### src/rtl/fix_checksum_trailer.sv
// fix_checksum_trailer
//   Sits behind the FIX message-creation FSM. Body bytes are forwarded one
//   cycle after acceptance while a mod-256 CheckSum is accumulated. After the
//   last body byte the block appends the trailer "10=DDD<SOH>" and reports the
//   checksum and body length to the session layer.
// Ports:
//   clk, rst          clock (posedge) and synchronous active-high reset
//   data_i            body byte from the message-creation FSM
//   data_valid_i      data_i valid this cycle
//   sof_i / eom_i     first / last body byte markers (qualified by data_valid_i)
//   ready_o           high while body bytes can be accepted (IDLE, BODY)
//   data_o            forwarded body byte or trailer byte
//   data_valid_o      data_o valid (downstream never stalls)
//   checksum_o        final sum mod 256, with checksum_valid_o
//   len_o             body bytes of the current message, saturating
//   abort_o           pulse when a new sof_i restarts a message in BODY
//   done_o            pulse aligned with the SOH trailer byte
module fix_checksum_trailer #(
  parameter logic [7:0] SOH_CHAR = 8'h01,
  parameter int         LEN_W    = 16
) (
  input  logic             clk,
  input  logic             rst,
  input  logic [7:0]       data_i,
  input  logic             data_valid_i,
  input  logic             sof_i,
  input  logic             eom_i,
  output logic             ready_o,
  output logic [7:0]       data_o,
  output logic             data_valid_o,
  output logic [7:0]       checksum_o,
  output logic             checksum_valid_o,
  output logic [LEN_W-1:0] len_o,
  output logic             abort_o,
  output logic             done_o
);

  typedef enum logic [3:0] {
    S_IDLE = 4'd0,
    S_BODY = 4'd1,
    S_CALC = 4'd2,
    S_T1   = 4'd3,
    S_T0   = 4'd4,
    S_TEQ  = 4'd5,
    S_TD2  = 4'd6,
    S_TD1  = 4'd7,
    S_TD0  = 4'd8,
    S_TSOH = 4'd9
  } state_t;

  // Splits a byte into hundreds/tens/units with compares and subtracts only.
  function automatic logic [11:0] to_dec3(input logic [7:0] v);
    logic [7:0] r;
    logic [3:0] h;
    logic [3:0] t;
    r = v;
    t = 4'd0;
    if (r >= 8'd200) begin
      h = 4'd2;
      r = r - 8'd200;
    end else if (r >= 8'd100) begin
      h = 4'd1;
      r = r - 8'd100;
    end else begin
      h = 4'd0;
    end
    for (int i = 0; i < 9; i++) begin
      if (r >= 8'd10) begin
        r = r - 8'd10;
        t = t + 4'd1;
      end else begin
        r = r;
      end
    end
    return {h, t, r[3:0]};
  endfunction

  state_t           state_q, state_d;
  logic [7:0]       sum_q, sum_d;
  logic [LEN_W-1:0] len_q, len_d;
  logic [7:0]       data_q, data_d;
  logic             data_valid_q, data_valid_d;
  logic [7:0]       checksum_q, checksum_d;
  logic             checksum_valid_q, checksum_valid_d;
  logic             abort_q, abort_d;
  logic             done_q, done_d;
  logic [3:0]       d2_q, d2_d;
  logic [3:0]       d1_q, d1_d;
  logic [3:0]       d0_q, d0_d;
  logic             ready_s;
  logic             accept_s;

  assign ready_s  = (state_q == S_IDLE) || (state_q == S_BODY);
  assign accept_s = data_valid_i & ready_s;

  // Next-state and next-output logic; trailer bytes are loaded one state
  // ahead so each appears on data_o while the FSM sits in its named state.
  always_comb begin
    state_d          = state_q;
    sum_d            = sum_q;
    len_d            = len_q;
    data_d           = data_q;
    data_valid_d     = 1'b0;
    checksum_d       = checksum_q;
    checksum_valid_d = checksum_valid_q;
    abort_d          = 1'b0;
    done_d           = 1'b0;
    d2_d             = d2_q;
    d1_d             = d1_q;
    d0_d             = d0_q;
    case (state_q)
      S_IDLE, S_BODY: begin
        if (accept_s && sof_i) begin
          // New message (or restart of one in progress).
          sum_d            = data_i;
          len_d            = LEN_W'(1);
          checksum_valid_d = 1'b0;
          data_d           = data_i;
          data_valid_d     = 1'b1;
          abort_d          = (state_q == S_BODY);
          state_d          = eom_i ? S_CALC : S_BODY;
        end else if (accept_s && (state_q == S_BODY)) begin
          sum_d        = sum_q + data_i;
          len_d        = (&len_q) ? len_q : (len_q + LEN_W'(1));
          data_d       = data_i;
          data_valid_d = 1'b1;
          state_d      = eom_i ? S_CALC : S_BODY;
        end else begin
          // Idle cycle, or a stray non-sof byte in IDLE which is dropped.
          state_d = state_q;
        end
      end
      S_CALC: begin
        checksum_d           = sum_q;
        checksum_valid_d     = 1'b1;
        {d2_d, d1_d, d0_d}   = to_dec3(sum_q);
        data_d               = 8'h31;
        data_valid_d         = 1'b1;
        state_d              = S_T1;
      end
      S_T1: begin
        data_d       = 8'h30;
        data_valid_d = 1'b1;
        state_d      = S_T0;
      end
      S_T0: begin
        data_d       = 8'h3D;
        data_valid_d = 1'b1;
        state_d      = S_TEQ;
      end
      S_TEQ: begin
        data_d       = 8'h30 + {4'd0, d2_q};
        data_valid_d = 1'b1;
        state_d      = S_TD2;
      end
      S_TD2: begin
        data_d       = 8'h30 + {4'd0, d1_q};
        data_valid_d = 1'b1;
        state_d      = S_TD1;
      end
      S_TD1: begin
        data_d       = 8'h30 + {4'd0, d0_q};
        data_valid_d = 1'b1;
        state_d      = S_TD0;
      end
      S_TD0: begin
        data_d       = SOH_CHAR;
        data_valid_d = 1'b1;
        done_d       = 1'b1;
        state_d      = S_TSOH;
      end
      S_TSOH: begin
        state_d = S_IDLE;
      end
      default: begin
        state_d = S_IDLE;
      end
    endcase
  end

  // State and output registers with synchronous reset.
  always_ff @(posedge clk) begin
    if (rst) begin
      state_q          <= S_IDLE;
      sum_q            <= 8'd0;
      len_q            <= '0;
      data_q           <= 8'd0;
      data_valid_q     <= 1'b0;
      checksum_q       <= 8'd0;
      checksum_valid_q <= 1'b0;
      abort_q          <= 1'b0;
      done_q           <= 1'b0;
      d2_q             <= 4'd0;
      d1_q             <= 4'd0;
      d0_q             <= 4'd0;
    end else begin
      state_q          <= state_d;
      sum_q            <= sum_d;
      len_q            <= len_d;
      data_q           <= data_d;
      data_valid_q     <= data_valid_d;
      checksum_q       <= checksum_d;
      checksum_valid_q <= checksum_valid_d;
      abort_q          <= abort_d;
      done_q           <= done_d;
      d2_q             <= d2_d;
      d1_q             <= d1_d;
      d0_q             <= d0_d;
    end
  end

  assign ready_o          = ready_s;
  assign data_o           = data_q;
  assign data_valid_o     = data_valid_q;
  assign checksum_o       = checksum_q;
  assign checksum_valid_o = checksum_valid_q;
  assign len_o            = len_q;
  assign abort_o          = abort_q;
  assign done_o           = done_q;

endmodule

### config.mk
export PLATFORM = sky130hd
export DESIGN_NAME = fix_checksum_trailer
export DESIGN_NICKNAME = d
export VERILOG_FILES = /design/src/rtl/fix_checksum_trailer.sv
export SDC_FILE = /design/constraint.sdc
export NUM_CORES = 1
export LEC_CHECK = 0
export ABC_CLOCK_PERIOD_IN_PS = 10900
export BUFFER_PORTS_ARGS = -buffer_cell sky130_fd_sc_hd__buf_2
export CAP_MARGIN = 20
export CORE_MARGIN = 1.5
export CORE_UTILIZATION = 61
export DETAILED_ROUTE_END_ITERATION = 16
export PLACE_DENSITY = 0.82
export SLEW_MARGIN = 20
export SYNTH_ARGS = -nofsm -noshare
export SYNTH_HDL_FRONTEND = slang
export SYNTH_SLANG_ARGS = --single-unit
export TNS_END_PERCENT = 10
### constraint.sdc
create_clock -name clk -period 10.9 [get_ports clk]
set_clock_uncertainty 0.05 [all_clocks]
set_input_delay 1.09 -clock clk [delete_from_list [all_inputs] [get_ports clk]]
set_output_delay 1.09 -clock clk [all_outputs]
set_load 0.01 [all_outputs]
# Word-level counts from Yosys, hierarchy flattened
# Cells that the tools add are included.
# word_totals
ff_bits,60
in_bits,13
out_inout_bits,37
elab_cells,133
# op_classes
n_addsub,24
n_lt_le_gt_ge,11
n_eq_ne,11
muxes,57
n_bitwise,3
n_reduce_logical,15
# ops
operator,count
two-way mux 8 bit,23
two-way mux 4 bit,19
">= comparator 8 x 4 -> 1 bit, second input constant",9
one-hot mux 8 bit (8 select lines),1
"subtractor 8 x 4 -> 8 bit, second input constant",8
two-way mux 16 bit,3
"adder 4 x 1 -> 4 bit, second input constant",8
one-hot mux 4 bit (8 select lines),1
"adder 6 x 4 -> 7 bit, first input constant",3
"adder 16 x 1 -> 16 bit, second input constant",1
"equality test 4 x 3 -> 1 bit, second input constant",4
AND reduction 16 bit,1
adder 8 bit,1
"equality test 4 x 2 -> 1 bit, second input constant",2
">= comparator 8 x 7 -> 1 bit, second input constant",1
">= comparator 8 bit, second input constant",1
nonzero test 8 bit,1
"subtractor 8 x 7 -> 8 bit, second input constant",1
"subtractor 8 bit, second input constant",1
OR reduction 7 bit,1
two-way mux 1 bit,6
AND reduction 2 bit,3
"equality test 4 x 1 -> 1 bit, second input constant",1
"equality test 4 bit, second input constant",1
other kinds (14),20

# Logic depth before layout (Yosys ltp)
# logic_depth
word_depth,30
depth_mapped,45
depth_no_buf,40

# Worst setup path before layout
# No wires, ideal clock.
# synth_timing
path_type,register -> register
start,reg sum_q[2]
end,reg d0_q[2]
setup_time_ns,0.070
t_arrival_ns,8.853
required_time_ns,10.780
setup_slack_ns,1.927
stages_incl_launch_ff,42
n_path_buf,4
synth_period_minus_slack_ns,8.973
path_cell_list,dfxtp_1 > buf_2 > inv_1 > ha_1 > nor3b_2 > a21o_1 > buf_6 > nand2_1 > a211oi_1 > buf_2 > nand2_1 > inv_2 > xnor2_1 > ha_1 > nand2b_1 > o211ai_1 > a21oi_1 > and4b_1 > [... 6 more ...] > nand3b_1 > o2111a_1 > nand3_1 > a21oi_1 > a21oi_1 > a211o_1 > or3b_4 > or4_4 > o211ai_2 > nand2_2 > xnor2_1 > ha_1 > inv_1 > nand4_1 > a311o_1 > a311oi_4 > mux2_2 > o21ai_1
# synth_via
elab_chain_cells,30
word_cells_on_any_way,42
classes_between,add/sub: 11; order compare: 11; mux: 20
# synth_rtl
item,line_no,text
"start, declared",79,"logic [7:0] sum_q, sum_d;"
"start signal, assigned",198,sum_q <= sum_d;
subtractor 8 x 7 -> 8 bit or >= comparator 8 x 7 -> 1 bit (tied branches),"63, 61",
two-way mux 8 bit,61,end else if (r >= 8'd100) begin
two-way mux 8 bit *,58,if (r >= 8'd200) begin
two-way mux 8 bit *,111,case (state_q)
subtractor 8 x 4 -> 8 bit or >= comparator 8 x 4 -> 1 bit (tied branches),"69, 68",
two-way mux 8 bit *,68,if (r >= 8'd10) begin
two-way mux 8 bit *,111,
subtractor 8 x 4 -> 8 bit or >= comparator 8 x 4 -> 1 bit (tied branches),"69, 68",
[... 14 more ...],--,
subtractor 8 x 4 -> 8 bit or >= comparator 8 x 4 -> 1 bit (tied branches),"69, 68",
two-way mux 8 bit *,68,
two-way mux 8 bit *,111,
subtractor 8 x 4 -> 8 bit or >= comparator 8 x 4 -> 1 bit (tied branches),"69, 68",
two-way mux 8 bit *,68,
two-way mux 8 bit *,111,
>= comparator 8 x 4 -> 1 bit or subtractor 4 bit (tied branches),"68, 69",
two-way mux 4 bit *,68,
"end signal, assigned",195,d0_q <= 4'd0;
"end signal, assigned",208,d0_q <= d0_d;
"end, declared",89,"logic [3:0] d0_q, d0_d;"
# Every way passes the cells marked *; elsewhere a longest branch is shown, timed or not. The select of a mux whose other input is x is not followed.
# A chain may end at the register's enable or synchronous reset.

# Final worst setup path
# layout_timing
start,reg sum_q[3]
end,reg d0_q[2]
# The elaborated chain is that of the path after synthesis.

==> results.cfg <==
[synth]
yosys-top-cells-area = dfxtp_1 (20%), ha_1 (5.7%), nand2_1 (5.1%), nor2_1 (4.7%), xnor2_1 (4.6%)
synth_seq_cells = 57
syn_nets = 769
synth_edf_count = 0
ys.flop_type = dfxtp_1
ys_async_sr_fraction_pct = 0
synth_top_area_share_pct = 20.2
yosys.area.top_type = dfxtp_1
yosys_warnings = 0
syn_inst = 729
syn_area_sq_um = 5660
avgSynthCellArea_sq_um = 7.76
seq_area_frac_synth_pct = 20.2
synth.lib_cells_used.distinct = 103

[clock_tree]
clk_latency_ns = 0.34
postCtsSetupBuffers = 0
clock-sinks = 57
cts_tree = yes
cts_buffer_depth = 2
hold_buffers = 0
htreeDepth = 3
clk_pin_slew_ns = 0.06
cts_made_buffers = 9
cts_root_buf = clkbuf_8

[global_route]
grt_pass1_wl_microns = 24100
grt_usage_pct = 29.3
antenna_found_initial = 0
overflow = 0
grt_start_max_net_pins = 47
grt_pass1_vias = 5067

[floorplan]
num_rows = 34
core_sq_um = 8850
dieWidth_microns = 99.3
die_y_microns = 99.3
start_util_pct = 64.0
floorplan.die_area_sq_um = 9870
pin_count = 50

[status]
run_status = complete, no violations

[finish]
final_layout_size_suffix_gt1_share_pct = 17.4
area_growth_pct = 7.01
final_util_pct = 68.5
antenna_cells = 0
fill_cells = 771
nets = 790

[critical_path]
crit_type = reg -> reg
cp_data_required_time_ns = 11.13
end_kind = register
reg2reg_to = d0_q[2]
critical_path_depth = 34
r2r-start = sum_q[3]
crit_buf_inv = 2
reg2regPathDepth = 34
cp_max_fo = 18
cp-start-kind = register
slowest_stage = dfxtp_1
crit_top_cell = ha_1
cp.arrival_ns = 10.41
cp_slowest_stage_delay_ns = 0.57
reg2reg_slack_ns = 0.71
critical_path.top_delay_family = simple AND/OR/NAND/NOR gates

[sta]
min_period_ns = 10.19
timing_hold_violations_final = 0
fmax_mhz = 98.2
maxSlewViolCount = 0
setup_viol = 0
whs_ns = 0.403
rsz0062_at_grt = no
relSlewSlack_pct = 42.6
setup_tns_ns = 0
period_share_pct = 93.5
tightest_slew_ns = 0.858

[min_path]
worstHoldStart = checksum_o[1]
holdPathStages = 2
holdCritPathClass = reg -> reg
min_to = checksum_o[1]

[place]
io_buffers = 49
gp_congestion = 0.948
hpwlAfterDp_microns = 10600

[route]
num_vias = 5548
wl_per_cell_microns = 16.7
drt_pass1_iterations = 7
drc = 0
wl_microns = 14400
drt_iter0_markers = 333
ant_nets = 0
viasPerCell = 6.44

[flow_run]
drv_cap = 0
-- logic make-up after synthesis --
kind of cell	share of synthesized area, %
mux	5.26
fa+ha+maj	6.10
xor+xnor	8.55
flops	20.2
compound gates	26.8
simple gates	28.1
buf+inv	5.00
-- worst max-delay path by stage --
stage	startpoint	endpoint	slack, ns
2_1_floorplan	sum_q[2]	d0_q[2]	1.93
3_3_place_gp	sum_q[3]	d0_q[2]	0.73
3_5_place_dp	sum_q[3]	d0_q[2]	0.19
4_1_cts	sum_q[3]	d0_q[2]	0.12
5_1_grt	sum_q[3]	d0_q[2]	0.02
6_report	sum_q[3]	d0_q[2]	0.71
-- routing by layer --
| metal | share of wire (%) | track usage [%] | vias to the layer above |
|---|---|---|---|
| met3 | 6.7 | 7.03 | 20 |
| met5 | 0 | 0 | - |
| li1 | - | - | 2714 |
| met4 | 1.3 | 5.85 | 0 |
| met1 | 46 | 40.6 | 2602 |
| met2 | 46 | 46.8 | 212 |
-- registers in the layout, indices dropped and copies added, names as in the netlist --
register	cells
state_q	4
d2_q	2
d0_q	3
checksum_valid_o	1
len_o	16
checksum_o	8
sum_q	8
d1_q	4
done_o	1
data_o	8
data_valid_o	1
abort_o	1
-- per-stage QoR --
stage	setup slack (ns)	area, sq um	std cells
global placement	0.728	5860	846
detailed placement	0.189	5860	846
floorplan	1.93	5660	729
finish	0.712	6060	861
CTS	0.123	6020	860
global route	0.0232	6060	861
-- placed cells by master (no fill, tap or decap), types with 4 or more instances in the layout --
master	Yosys	layout
and2_1	8	8
nor2b_1	5	5
a211o_1	4	4
o21ai_0	29	29
or3_1	6	6
nor2_1	71	71
nor3b_1	6	6
a311oi_1	6	6
inv_1	20	20
nand3b_1	12	12
mux2_2	9	9
a22oi_1	5	5
o21a_1	7	7
o211ai_1	9	9
or2_2	5	5
a21o_1	8	8
xor2_1	19	18
a211oi_2	3	4
xnor2_1	30	29
mux2i_1	12	11
a31oi_1	6	6
nand2b_1	14	14
nand2_1	77	77
a21oi_1	48	47
and3_1	7	7
nor3_1	20	19
buf_2	10	49
o32ai_1	5	5
nand3_1	31	31
dfxtp_1	57	57
clkbuf_8	0	11
a211oi_1	15	14
ha_1	26	26
nand4_1	14	14
-- worst register-to-register path, delay by kind of cell, from the launching register on --
family	cells	cell delay, ns
flops	1	0.57
simple gates	13	3.68
xor+xnor	3	1.06
fa+ha+maj	4	0.94
compound gates	11	3.22
mux	1	0.39
buf+inv	2	0.21
-- synth_stat cells, types with 3 or more instances --
| cell | count |
|---|---|
| a211o_1 | 4 |
| a211oi_1 | 15 |
| a211oi_2 | 3 |
| a21boi_0 | 3 |
| a21o_1 | 8 |
| a21oi_1 | 48 |
| a22oi_1 | 5 |
| a2bb2oi_1 | 3 |
| a311oi_1 | 6 |
| a31oi_1 | 6 |
| and2_1 | 8 |
| and3_1 | 7 |
| buf_2 | 10 |
| buf_6 | 3 |
| clkbuf_1 | 26 |
| dfxtp_1 | 57 |
| ha_1 | 26 |
| inv_1 | 20 |
| mux2_2 | 9 |
| mux2i_1 | 12 |
| nand2_1 | 77 |
| nand2b_1 | 14 |
| nand3_1 | 31 |
| nand3b_1 | 12 |
| nand4_1 | 14 |
| nor2_1 | 71 |
| nor2b_1 | 5 |
| nor3_1 | 20 |
| nor3b_1 | 6 |
| o211ai_1 | 9 |
| o21a_1 | 7 |
| o21ai_0 | 29 |
| o221ai_1 | 3 |
| o22ai_1 | 3 |
| o31ai_2 | 3 |
| o32ai_1 | 5 |
| or2_2 | 5 |
| or3_1 | 6 |
| xnor2_1 | 30 |
| xor2_1 | 19 |
-- repair_timing --
| action | CTS | global route |
|---|---|---|
| setup endpoints to repair | 0 | 7 |
| gates resized for setup | 0 | 6 |
| endpoints found under the hold margin | 0 | 0 |
-- area by class of cell --
type / instances / area, sq um / area share [%]
multi-input cells: 608 / 4270 / 70.5
flip-flops and latches: 57 / 1140 / 18.8
repair buffers: 52 / 265 / 4.38
clock buffers: 14 / 163 / 2.69
well taps: 108 / 135 / 2.23
inverters: 22 / 82.6 / 1.36
Power is left out: the tool's default activity adds up to more than one toggle a clock period on the data nets, which glitch-free logic cannot reach.
